===== src/rtl/fifo_pkg.sv =====
// Shared types and default sizes for the FIFO and its reader.
package fifo_pkg;

  localparam int FIFO_WIDTH = 8;
  localparam int FIFO_CNT_W = 5;

  typedef enum logic [1:0] {
    IDLE    = 2'd0,
    POP     = 2'd1,
    CAPTURE = 2'd2,
    PRESENT = 2'd3
  } rd_state_e;

endpackage


===== src/rtl/fifo_reader_if.sv =====
// FIFO-side and downstream-side signals of the reader; master = reader, slave = FIFO/sink side.
interface fifo_reader_if #(
  parameter int WIDTH = fifo_pkg::FIFO_WIDTH,
  parameter int CNT_W = fifo_pkg::FIFO_CNT_W
) ();

  logic             F_EMPTY_N;
  logic [CNT_W-1:0] USE_DW;
  logic [WIDTH-1:0] FIFO_DATA;
  logic             READ;
  logic [WIDTH-1:0] DOUT;
  logic             DOUT_VALID;
  logic             DOUT_READY;

  modport master (
    input  F_EMPTY_N, USE_DW, FIFO_DATA, DOUT_READY,
    output READ, DOUT, DOUT_VALID
  );

  modport slave (
    output F_EMPTY_N, USE_DW, FIFO_DATA, DOUT_READY,
    input  READ, DOUT, DOUT_VALID
  );

endinterface


===== src/rtl/fifo_reader.sv =====
// Drains a 1-cycle-latency FIFO into a registered output word, one word per 3 cycles.
// Draining starts at THRESHOLD occupancy or on FLUSH; DOUT holds while DOUT_READY is low.
module fifo_reader
  import fifo_pkg::*;
#(
  parameter int WIDTH = FIFO_WIDTH,
  parameter int CNT_W = FIFO_CNT_W
) (
  input  logic             CLOCK,
  input  logic             RESET_N,
  input  logic             CLEAR_N,
  input  logic [CNT_W-1:0] THRESHOLD,
  input  logic             FLUSH,
  output logic [15:0]      RD_COUNT,
  fifo_reader_if.master    bus
);

  rd_state_e        state_q;
  logic             pop_q;
  logic             vld_q;
  logic             drain_q;
  logic [WIDTH-1:0] dout_q;
  logic [15:0]      rd_count_q, rd_count_d;
  logic [CNT_W-1:0] thr_eff;
  logic             start;

  assign thr_eff    = (THRESHOLD == '0) ? CNT_W'(1) : THRESHOLD;
  assign start      = bus.F_EMPTY_N && ((bus.USE_DW >= thr_eff) || FLUSH);
  assign rd_count_d = rd_count_q + 16'd1;

  always_ff @(posedge CLOCK or negedge RESET_N) begin
    if (!RESET_N) begin
      state_q    <= IDLE;
      pop_q      <= 1'b0;
      vld_q      <= 1'b0;
      drain_q    <= 1'b0;
      dout_q     <= '0;
      rd_count_q <= '0;
    end else if (!CLEAR_N) begin
      // dout_q deliberately survives a clear
      state_q    <= IDLE;
      pop_q      <= 1'b0;
      vld_q      <= 1'b0;
      drain_q    <= 1'b0;
      rd_count_q <= '0;
    end else begin
      case (state_q)
        IDLE: begin
          if (start) drain_q <= 1'b1;
          if (start || (drain_q && bus.F_EMPTY_N)) begin
            state_q <= POP;
            pop_q   <= 1'b1;
          end
        end
        POP: begin
          pop_q   <= 1'b0;
          state_q <= bus.F_EMPTY_N ? CAPTURE : IDLE;
        end
        CAPTURE: begin
          dout_q  <= bus.FIFO_DATA;
          vld_q   <= 1'b1;
          state_q <= PRESENT;
        end
        PRESENT: begin
          if (bus.DOUT_READY) begin
            vld_q      <= 1'b0;
            rd_count_q <= rd_count_d;
            if (!bus.F_EMPTY_N) drain_q <= 1'b0;
            if (drain_q && bus.F_EMPTY_N) begin
              state_q <= POP;
              pop_q   <= 1'b1;
            end else begin
              state_q <= IDLE;
            end
          end
        end
        default: begin
          state_q <= IDLE;
          pop_q   <= 1'b0;
        end
      endcase
    end
  end

  // The pop strobe is gated by the live flag so an empty FIFO is never read.
  assign bus.READ       = pop_q && bus.F_EMPTY_N;
  assign bus.DOUT       = dout_q;
  assign bus.DOUT_VALID = vld_q;
  assign RD_COUNT       = rd_count_q;

endmodule


===== src/flat_wrapper.sv =====
// flat-port wrapper written by rule: the top's interface ports become plain ports
module fifo_reader_flat import fifo_pkg::*;
#(
  parameter int WIDTH = FIFO_WIDTH,
  parameter int CNT_W = FIFO_CNT_W
)
  (CLOCK, RESET_N, CLEAR_N, THRESHOLD, FLUSH, RD_COUNT, bus_F_EMPTY_N, bus_USE_DW, bus_FIFO_DATA, bus_DOUT_READY, bus_READ, bus_DOUT, bus_DOUT_VALID);
  fifo_reader_if #(.WIDTH(WIDTH), .CNT_W(CNT_W)) bus_i ();
  input  logic CLOCK;
  input  logic RESET_N;
  input  logic CLEAR_N;
  input  logic [CNT_W-1:0] THRESHOLD;
  input  logic FLUSH;
  output logic [15:0] RD_COUNT;
  input wire logic [$bits(bus_i.F_EMPTY_N)-1:0] bus_F_EMPTY_N;
  input wire logic [$bits(bus_i.USE_DW)-1:0] bus_USE_DW;
  input wire logic [$bits(bus_i.FIFO_DATA)-1:0] bus_FIFO_DATA;
  input wire logic [$bits(bus_i.DOUT_READY)-1:0] bus_DOUT_READY;
  output wire logic [$bits(bus_i.READ)-1:0] bus_READ;
  output wire logic [$bits(bus_i.DOUT)-1:0] bus_DOUT;
  output wire logic [$bits(bus_i.DOUT_VALID)-1:0] bus_DOUT_VALID;
  assign bus_i.F_EMPTY_N = bus_F_EMPTY_N;
  assign bus_i.USE_DW = bus_USE_DW;
  assign bus_i.FIFO_DATA = bus_FIFO_DATA;
  assign bus_i.DOUT_READY = bus_DOUT_READY;
  assign bus_READ = bus_i.READ;
  assign bus_DOUT = bus_i.DOUT;
  assign bus_DOUT_VALID = bus_i.DOUT_VALID;
  fifo_reader #(.WIDTH(WIDTH), .CNT_W(CNT_W)) u_core (.CLOCK(CLOCK), .RESET_N(RESET_N), .CLEAR_N(CLEAR_N), .THRESHOLD(THRESHOLD), .FLUSH(FLUSH), .RD_COUNT(RD_COUNT), .bus(bus_i));
endmodule

===== config.mk =====
export PLATFORM = sky130hd
export DESIGN_NAME = fifo_reader_flat
export DESIGN_NICKNAME = d
export VERILOG_FILES = /design/src/rtl/fifo_pkg.sv /design/src/rtl/fifo_reader_if.sv /design/src/rtl/fifo_reader.sv /design/src/flat_wrapper.sv
export SDC_FILE = /design/constraint.sdc
export NUM_CORES = 1
export LEC_CHECK = 0
export ABC_CLOCK_PERIOD_IN_PS = 1420
export BUFFER_PORTS_ARGS = -buffer_cell sky130_fd_sc_hd__buf_2
export CELL_PAD_IN_SITES_DETAIL_PLACEMENT = 0
export CELL_PAD_IN_SITES_GLOBAL_PLACEMENT = 1
export CORE_ASPECT_RATIO = 1.25
export CORE_MARGIN = 1
export CORE_UTILIZATION = 34
export DETAILED_ROUTE_END_ITERATION = 8
export GPL_TIMING_DRIVEN = 0
export PLACE_DENSITY_LB_ADDON = 0.1
export SYNTH_ARGS = -nofsm -noshare
export SYNTH_HDL_FRONTEND = slang
export SYNTH_SLANG_ARGS = --single-unit

===== constraint.sdc =====
create_clock -name CLOCK -period 1.42 [get_ports CLOCK]
set_clock_uncertainty 0.05 [all_clocks]
set_input_delay 0.071 -clock CLOCK [delete_from_list [all_inputs] [get_ports CLOCK]]
set_output_delay 0.071 -clock CLOCK [all_outputs]
set_load 0.02 [all_outputs]

==> flow_summary.yaml <==
route:
  ant_nets: 0
  routed_wl_mm: 3.85
  wl_met1_mm: 1.74
  firstDrtPassIters: 4
  drc: 0
  top_layer: "met4"
  routed-wl-met2_mm: 1.93
  drt-wirelength-per-cell_um: 13.4
  vias: 1407
  drt_iter0_drc: 37
  wl_met3_um: 158
  routed_via_density: 4.89
floorplanning:
  num_io_pins: 50
  rows: 27
  die_area_um2: 4960
  start_util: 0.357
  dieWidth_um: 63.2
  core-area_um2: 4460
  dieHeight_um: 78.5
logic_synthesis:
  ys.warnings.count: 0
  synth_cell_types: 38
  synth_xor_area_frac: 0.0495
  yosysMostFrequentCell: "dfrtp_1"
  ys_seq_elements: 29
  synth_ff_type: "dfrtp_1"
  yosys-top-cells-count: "dfrtp_1, nand2_1, nor2_1, a21oi_1, inv_1"
  synth_cells: 155
  synth_edf_count: 0
  synth.avg_cell_area_um2: 10.3
  async_flop_share: 1.00
  yosysTopAreaCell: "dfrtp_1"
  synth_compound_area_frac: 0.152
  yosysSeqAreaShare: 0.456
  synth_nets: 185
  synthTopCellsByArea: "dfrtp_1, mux2_2, ha_1, xnor2_1, nand2_1"
  muxShareOfSynthArea: 0.0755
  post_synth_instance_area_um2: 1590
  yosys.area.top_type_share: 0.456
  synth_top_family_by_area: "simple AND/OR/NAND/NOR gates"
  synth_simple_gate_area_share: 0.178
  synth_fa_ha_area_frac: 0.0472
power:
  combinationalPowerShare: 0.281
  leakage_nw: 1.11
  clkPwrFrac: 0.303
  p_int_mw: 1.73
  power_density_nw_per_um2: 1040
  power.switching_uw: 745
  power_frac_seq: 0.416
  p_total_mw: 2.47
  peakVddDrop_mv: 0.382
  swShare: 0.301
clock_network:
  cts_root_buffer: "clkbuf_8"
  clk_pin_slew_ns: 0.06
  htreeDepth: 2
  clk_latency_ns: 0.27
  cts_made_buffers: 5
  cts_sinks: 29
  cts_tree: "yes"
  clockBufferDepth: 2
timing:
  max_slew_margin: 0.552
  hold_violations: 0
  setup_viol: 16
  fin_crit_sh: 1.08
  fin_crit_ns: 1.53
  worst_slew_pin_slew_ns: 0.672
  rsz0062_at_grt: "true"
  drv_slew: 0
  setup_slack_ns: -0.112
  fmax_ghz: 0.653
  fin_tns_setup_ns: -0.832
grt:
  gr-total-overflow: 0
  grt_pass1_vias: 1416
  grt_usage: 0.170
  grt_pass1_wl_mm: 6.60
  grt_max_degree: 30
  antenna_found_initial: 0
setup_path:
  required_ns: 1.51
  slowest_delay_ns: 0.43
  critPathMaxFanout: 4
  crit_path_cell_trace: "ha_4 -> nand4_1 -> buf_6 -> a2111oi_4 -> xnor2_1 -> nor2_1"
  critPathSlowestCell: "dfrtp_2"
  critPathCaptureType: "flop"
  crit_arrival_ns: 1.62
  critPathKind: "reg -> reg"
  startpoint_type: "flop"
run:
  max-cap-violations: 0
run_status:
  outcome: "finished with violations"
  violations: "setup timing"
final_layout:
  antenna_cells: 0
  syn_to_final_growth_pct: 48.9
  fin_nets: 259
  final_layout_size_suffix_gt1_frac: 0.470
place:
  place_congestion: 0.729
  port_buffers: 48
  dp_hpwl_mm: 2.57
worst_hold_path:
  hold_path_class: "in -> reg"
==> logic make-up (layout without fill, tap and decap cells) <==
group	Yosys count	count (layout)
buf+inv	15	90
fa+ha+maj	6	6
mux	11	11
compound gates	31	31
simple gates	54	54
xor+xnor	9	9
flops	29	29
==> metrics by stage <==
step / setup WS, ns / instance area (µm²) / instances / hold slack [ns] / utilization
2_1_floorplan: -0.111 / 1630 / 155 / -0.275 / -
3_3_place_gp: -0.195 / 1940 / 261 / 0.0864 / 0.435
3_5_place_dp: -0.222 / 1940 / 261 / 0.107 / 0.435
4_1_cts: -0.110 / 2280 / 284 / 0.0567 / 0.510
5_1_grt: -0.198 / 2370 / 288 / 0.0556 / 0.531
6_report: -0.112 / 2370 / 288 / 0.0563 / 0.531
==> flip-flops by register name, summed over array words and instances (netlist names) <==
signal,cells
u_core.RD_COUNT,16
u_core.bus.DOUT,8
u_core.bus.DOUT_VALID,1
u_core.drain_q,1
u_core.pop_q,1
u_core.state_q,2
==> placed cells by master, fill, tap and decap left out, drive strengths merged, types with 3 or more instances in the layout <==
| master | count |
|---|---|
| buf | 63 |
| dfrtp | 29 |
| nand2 | 15 |
| nor2 | 13 |
| a21oi | 11 |
| inv | 9 |
| dlygate4sd3 | 9 |
| mux2 | 8 |
| nand4 | 7 |
| xnor2 | 7 |
| clkbuf | 7 |
| ha | 6 |
| o21ai | 6 |
| a211oi | 4 |
| or3 | 4 |
| nand2b | 3 |
| mux2i | 3 |
| a2111oi | 3 |
| nand3 | 3 |
==> final timing paths <==
path	to	cells after the start	slack (ns)	from
max	u_core.RD_COUNT[10]$_DFFE_PN0P_	6	-0.11	u_core.RD_COUNT[1]$_DFFE_PN0P_
min in group asynchronous	u_core.bus.DOUT[7]$_DFFE_PN0P_	2	0.32	RESET_N
min reg2reg	u_core.bus.DOUT[2]$_DFFE_PN0P_	1	0.46	u_core.bus.DOUT[2]$_DFFE_PN0P_
max reg2reg	u_core.RD_COUNT[10]$_DFFE_PN0P_	6	-0.11	u_core.RD_COUNT[1]$_DFFE_PN0P_
min	u_core.state_q[0]$_DFFE_PN0P_	3	0.06	bus_F_EMPTY_N
max in group asynchronous	u_core.RD_COUNT[7]$_DFFE_PN0P_	2	0.52	RESET_N
==> metal layers <==
metal / vias to the layer above / track usage
li1: 698 / -
met1: 671 / 0.209
met2: 36 / 0.297
met3: 2 / 0.0305
met4: 0 / 0.0614
met5: - / 0
==> area by class of cell <==
type / instances / area (µm²)
fill: 452 / 2090
multi-input combinational: 111 / 941
sequential: 29 / 737
timing repair buffer: 68 / 445
clock buffer: 7 / 96.3
tap: 58 / 72.6
buffer: 5 / 38.8
inverter: 9 / 33.8
clock inverter: 1 / 5.00
==> power groups by stage <==
stage                     sequential, mW  combinational, mW  clock [mW]
after floorplan                     1.18              0.203           0
after global placement              1.02              0.552           0
after detailed placement            1.04              0.568           0
after CTS                           1.02              0.606       0.770
after global routing                1.05              0.752       0.814
final                               1.03              0.694       0.750
==> critical path: cells and delay by family (launching register included) <==
family	cells	cell delay [ns]
adder cells (fa/ha/maj)	1	0.16
AND/OR/NAND/NOR	2	0.21
AO/OA/AOI/OAI	1	0.21
flip-flops	1	0.43
XOR/XNOR	1	0.16
buffers and inverters	1	0.18
==> what timing repair did <==
action	CTS	global route
gates cloned	1	0
setup buffers	5	5
setup endpoints to repair	23	27
pin swaps	13	3
resized for setup	14	17
endpoints found under the hold margin	37	0
hold buffers	9	0
Power figures use the tool's default switching activity.
